[src/rtl/instruction_fetch_stage.sv]
// Instruction fetch stage: program counter, instruction memory address drive
// and the IF/ID pipeline register with stall, flush and branch/jump redirect.
// Optional build macro FETCH_ALIGN_CHECK_EN: misaligned redirect targets are
// forced to word alignment and raise a sticky FetchFault.
module instruction_fetch_stage #(
   parameter logic [31:0] RESET_PC  = 32'h0000_0000,
   parameter logic [31:0] NOP_INSTR = 32'h0000_0000
) (
   input  logic        Clk,
   input  logic        Reset,
   input  logic        Stall,
   input  logic        Flush,
   input  logic        BranchTaken,
   input  logic [31:0] BranchTarget,
   input  logic        Jump,
   input  logic [31:0] JumpTarget,
   input  logic [31:0] Instruction,
   output logic [31:0] Address,
   output logic [31:0] IF_ID_Instruction,
   output logic [31:0] IF_ID_PCPlus4,
   output logic        IF_ID_Valid,
   output logic [31:0] FetchCount,
   output logic        FetchFault
);

   logic [31:0] pc;
   logic [31:0] pc_plus4;
   logic [31:0] pc_next;

   assign Address  = pc;
   assign pc_plus4 = pc + 32'd4;

`ifdef FETCH_ALIGN_CHECK_EN
   logic        redirect;
   logic [31:0] redirect_target;
   logic        misaligned;

   // Next-PC select; redirect targets are word-aligned and flagged when not.
   always_comb begin
      redirect        = 1'b0;
      redirect_target = pc_plus4;
      if (Jump) begin
         redirect        = 1'b1;
         redirect_target = JumpTarget;
      end else if (BranchTaken) begin
         redirect        = 1'b1;
         redirect_target = BranchTarget;
      end
      // Only a redirect that actually loads the PC (no stall) can fault.
      misaligned = !Stall && redirect && (redirect_target[1:0] != 2'b00);
      pc_next    = redirect ? {redirect_target[31:2], 2'b00} : pc_plus4;
   end

   // Sticky misaligned-redirect flag, cleared only by reset.
   always_ff @(posedge Clk or posedge Reset) begin
      if (Reset)
         FetchFault <= 1'b0;
      else if (misaligned)
         FetchFault <= 1'b1;
   end
`else
   // Next-PC select: Jump over BranchTaken over sequential; targets verbatim.
   always_comb begin
      pc_next = pc_plus4;
      if (Jump)
         pc_next = JumpTarget;
      else if (BranchTaken)
         pc_next = BranchTarget;
   end

   assign FetchFault = 1'b0;
`endif

   // Program counter: held while stalled, otherwise advances to pc_next.
   always_ff @(posedge Clk or posedge Reset) begin
      if (Reset)
         pc <= RESET_PC;
      else if (!Stall)
         pc <= pc_next;
   end

   // IF/ID register: flush inserts a bubble even under stall.
   always_ff @(posedge Clk or posedge Reset) begin
      if (Reset) begin
         IF_ID_Instruction <= NOP_INSTR;
         IF_ID_PCPlus4     <= 32'h0000_0000;
         IF_ID_Valid       <= 1'b0;
      end else if (Flush) begin
         IF_ID_Instruction <= NOP_INSTR;
         IF_ID_PCPlus4     <= 32'h0000_0000;
         IF_ID_Valid       <= 1'b0;
      end else if (!Stall) begin
         IF_ID_Instruction <= Instruction;
         IF_ID_PCPlus4     <= pc_plus4;
         IF_ID_Valid       <= 1'b1;
      end
   end

   // Saturating count of real instructions captured into IF/ID.
   always_ff @(posedge Clk or posedge Reset) begin
      if (Reset)
         FetchCount <= 32'h0000_0000;
      else if (!Flush && !Stall && (FetchCount != 32'hFFFF_FFFF))
         FetchCount <= FetchCount + 32'd1;
   end

endmodule

[config.mk]
export PLATFORM = sky130hd
export DESIGN_NAME = instruction_fetch_stage
export DESIGN_NICKNAME = d
export VERILOG_FILES = /design/src/rtl/instruction_fetch_stage.sv
export SDC_FILE = /design/constraint.sdc
export NUM_CORES = 1
export LEC_CHECK = 0
export BUFFER_PORTS_ARGS = -buffer_cell sky130_fd_sc_hd__buf_4
export CORE_MARGIN = 3
export CORE_UTILIZATION = 35
export DETAILED_ROUTE_END_ITERATION = 16
export RECOVER_POWER = 25
export SLEW_MARGIN = 20
export SYNTH_ARGS = -nofsm -noshare
export SYNTH_HDL_FRONTEND = slang
export SYNTH_SLANG_ARGS = --single-unit
export TNS_END_PERCENT = 50
[constraint.sdc]
create_clock -name Clk -period 4.6 [get_ports Clk]
set_input_delay 0.46 -clock Clk [delete_from_list [all_inputs] [get_ports Clk]]
set_output_delay 0.46 -clock Clk [all_outputs]
set_load 0.02 [all_outputs]
After elaboration in Yosys (flattened, before gate mapping)
Index checks and enable logic that the tools add are counted.
{ "word_totals": {"register_bits": 129, "output_inout_bits": 130, "input_bits": 102} }
{ "op_classes": {"addsub": 2, "n_reduce_logical": 4, "n_eq_ne": 2, "n_mux": 8} }
{ "op_table": {"columns": ["cell", "count"], "rows": [
  ["two-way mux 32 bit", 6],
  ["adder 32 x 1 -> 32 bit, second input constant", 1],
  ["adder 32 x 3 -> 32 bit, second input constant", 1],
  ["inequality test 32 bit, second input constant", 1],
  ["logical AND 1 bit", 2],
  ["logical NOT 1 bit", 2],
  ["two-way mux 1 bit", 2],
  ["inequality test 2 x 1 -> 1 bit, second input constant", 1]
]} }

Logic depth before layout (Yosys ltp)
{ "depth": {"word_depth": 3, "depth_mapped": 7} }

Worst setup path before layout
No wires, ideal clock.
{ "synth_path": {"path_type": "reg-to-reg", "start": "register FetchCount[2]", "end": "register FetchCount[26]", "period_less_slack_ns": 2.046, "stages_incl_launch_ff": 6, "n_path_buf": 0, "t_arrival_ns": 1.916, "slack_ns": 2.554, "setup_time_ns": 0.130, "cell_sequence": "dfrtp_1 > nand4_1 > or4_1 > nor3_2 > nand4_1 > xnor2_1"} }
{ "synth_via": {"elab_chain_cells": 2} }
{ "synth_lines": {"columns": ["element", "line", "text"], "rows": [
  ["start: declaration", "22", "output logic [31:0] FetchCount,"],
  ["start signal: assignment", "104", "FetchCount <= FetchCount + 32'd1;"],
  ["parallel branches: the longest is 2 deep, another holds adder 32 x 1 -> 32 bit", null, null]
]} }
Several ways; the timed one is not identified.
A chain may end at the register's enable or synchronous reset.

Worst setup path after layout
{ "layout_path": {"start": "register pc[2] (netlist: Address[2])", "end": "register pc[28] (netlist: Address[28])"} }
{ "layout_via": {"elab_chain_cells": 3} }
{ "layout_lines": {"columns": ["element", "line", "text"], "rows": [
  ["start: declaration", "26", "logic [31:0] pc;"],
  ["start signal: assignment", "79", "pc <= pc_next;"],
  ["adder 32 x 3 -> 32 bit", "31", "assign pc_plus4 = pc + 32'd4;"],
  ["two-way mux 32 bit", "67", "else if (BranchTaken)"],
  ["two-way mux 32 bit", "65", "if (Jump)"]
]} }
Every way passes these cells.

==> results_dict.tcl <==
set metrics [dict create \
    cp_max_fo 8 \
    synthToLayoutAreaGrowth_pct 37.98 \
    ios 232 \
    die_w_um 142.5 \
    wl_met1_um 8997 \
    async_flop_share_pct 100.0 \
    ys_ff_latch 129 \
    routedWlPerCell_um 17.61 \
    min_period_ps 2401 \
    worst_pin_slew_ps 2280 \
    core_um2 18150 \
    fmax_mhz 416.5 \
    hold_depth 3 \
    highest-signal-layer "met4" \
    yosysUniqueCellTypes 52 \
    cts_root_buf "clkbuf_16" \
    htree_levels 4 \
    path_class "reg -> reg" \
    die_y_um 142.5 \
    grt_remaining_overflow 0 \
    netlist_instances 662 \
    nNetsFinal 979 \
    slew_viol_final 104 \
    setup_viol 0 \
    fp.dieArea_um2 20300 \
    drive_gt1_share_pct 32.09 \
    routed_wl_um 19670 \
    hp-class "in -> reg" \
    io_buffer_count 230 \
    violations "max-capacitance violations, max-slew violations" \
    mappedNetlistArea_um2 6519 \
    reg2reg_depth 6 \
    met2_length_um 8889 \
    numClockSinks 129 \
    status "finished, violations left" \
    start_kind "flip-flop" \
    synthFlopType "dfrtp_1" \
    route.vias.total 5845 \
    design_area_um2 8995 \
    syn_nets 766 \
    drc 0 \
    synth_top_area_cell "dfrtp_1" \
    grt_max_degree 104 \
    place_area_um2 8411 \
    grt_pass1_wl_um 31130 \
    dpl.hpwl_um 13620 \
    slew_headroom_pct -52.03 \
    n_antenna_cell 0 \
    rsz0062_at_grt "false" \
    fin_skew_ps 9.436 \
    path_clk_slew_ps 60 \
    cts_buffers 17 \
    holdBufCountCts 0 \
    p_leak_nw 4.251 \
    cts_tree "yes" \
    netlist.area_leader.share_pct 49.52 \
    start_util_pct 35.92 \
    cts_buffer_depth 2 \
    grt_pass1_vias 5843 \
    finalWeightedCongestion 0.8079 \
    grt.total_usage_pct 19.14 \
    drtPass1Iterations 6 \
    wl_met3_um 1512 \
    hold_violations 0 \
    clk_latency_ps 410 \
    drt_iter0_markers 381 \
    fill_cells 1754 \
    cp.arrival_ps 2730 \
    ant_nets 0 \
    worstPathRequired_ps 4920 \
    cts-resized-gates 0 \
    rows 49 \
    synthTopCellsByArea "dfrtp_1, xnor2_1, mux2i_1" \
    drv_cap 1 \
    antenna_found_initial 0 \
    power_density_nw_per_um2 378.0 \
    synth_enable_flop_cells 0 \
    fin_tns_setup_ps 0 \
    fin_crit_sh_pct 52.19 \
    seq_area_frac_synth_pct 49.52 \
    post-cts-setup-buffers 0 \
    ys_warn_count 0 \
    crit_path_end_kind "flip-flop" \
    peakVddDrop_mv 0.2488 \
    viasPerCell 5.233 \
    syn-mean-instance-area_um2 9.847 \
]
-- power by group --
group,total (mW),switching (mW),internal [mW]
registers,1.37,0.133,1.23
clock network,1.35,0.525,0.828
logic,0.680,0.378,0.302
total,3.40,1.04,2.36
-- state kept, by name, summed over array words and instances, names as in the netlist --
register and flops:
Address 32, FetchCount 32, IF_ID_Instruction 32, IF_ID_PCPlus4 32
IF_ID_Valid 1
-- metal layers --
layer,track usage [%],vias to the layer above
met5,0,-
met4,5.303,0
met3,5.141,20
met2,29.97,211
met1,26.28,2808
li1,-,2806
-- cells in the mapped netlist (2+ instances only) --
cell type  count
ha_1           2
o21ai_0       30
nand4_1       20
a222oi_1      10
o22ai_1       12
nand2_1       48
a22oi_1       12
o221ai_1       2
nor4_1         5
a211oi_2       2
a221oi_1       2
inv_1         20
a31oi_1        5
mux2i_1       38
o31a_1        10
nor4_4         3
or2_2          2
clkbuf_1      33
xor2_1        10
nor4_2         2
buf_1          4
and3_1         7
nand3_1       25
a21oi_1       32
and4_1         5
dfrtp_1      129
buf_4          4
nor2_1        86
xnor2_1       49
and2_1         5
nor3_1         9
a211oi_1      19
-- cell families after synthesis --
family / share of synthesized area, %
AOI/OAI and AO/OA: 14.64
xor gates and xnor gates: 7.927
adders and majority gates: 0.3838
buffers and inverters: 3.877
DFF: 49.52
muxes: 6.008
other: 0.05753
and+or+nand+nor: 17.58
-- final timing paths --
check                                           from                           endpoint  slack (ps)
setup / recovery              Address[2]$_DFFE_PP0N_            Address[28]$_DFFE_PP0N_        2200
hold / removal                       Instruction[25]  IF_ID_Instruction[25]$_DFFE_PP0P_         280
setup reg to reg              Address[2]$_DFFE_PP0N_            Address[28]$_DFFE_PP0N_        2200
hold reg to reg            FetchCount[7]$_DFFE_PP0P_          FetchCount[7]$_DFFE_PP0P_         490
max in group asynchronous                      Reset         FetchCount[13]$_DFFE_PP0P_        2530
min in group asynchronous                      Reset         FetchCount[21]$_DFFE_PP0P_         710
-- through the flow --
| stage | worst slack, ps | power, mW | hold slack (ps) | utilization, % | std cells |
|---|---|---|---|---|---|
| 6_report | 2199 | 3.400 | 280.7 | 49.57 | 1117 |
| 5_1_grt | 2071 | 3.560 | 284.8 | 49.57 | 1117 |
| 4_1_cts | 2267 | 3.442 | 266.5 | 49.59 | 1117 |
| 3_5_place_dp | 2315 | 2.073 | 489.4 | 46.35 | 1085 |
| 3_3_place_gp | 2313 | 2.066 | 487.2 | 46.35 | 1085 |
| 2_1_floorplan | 699.0 | 1.747 | 599.4 | - | 662 |
-- critical path: stages (launching register included) --
cell and delay, ps:
dfrtp_1 510, ha_1 360, inv_1 120, nor2_1 510, nand4_1 320, o31a_1 360, o22ai_1 120
-- cell type report --
cell class	count	area (um^2)	area share, %
sequential	129	3228	35.89
clock buffer	20	456.7	5.077
inverter	21	82.58	0.9181
timing repair buffer	236	1768	19.66
tap	229	286.5	3.185
multi-input combinational	470	3040	33.80
clock inverter	12	132.6	1.474
-- layout by cell type, fill, tap and decap left out, drive strengths merged, types with 2 or more instances in the layout --
cell,count
or4,2
a31oi,5
a22oi,12
buf,235
and3,7
clkinvlp,4
or2,2
nor4,10
inv,20
nand2,49
nor3,10
a21oi,32
ha,2
xnor2,49
o221ai,2
o31a,10
and4,5
nand3,25
a222oi,10
clkinv,7
bufinv,2
o22ai,12
xor2,10
clkbuf,21
a221oi,2
dfrtp,129
o21ai,31
and2,5
nand4,22
mux2i,38
a211oi,21
nor2,86
No activity file was read; power rests on OpenSTA's default activity.
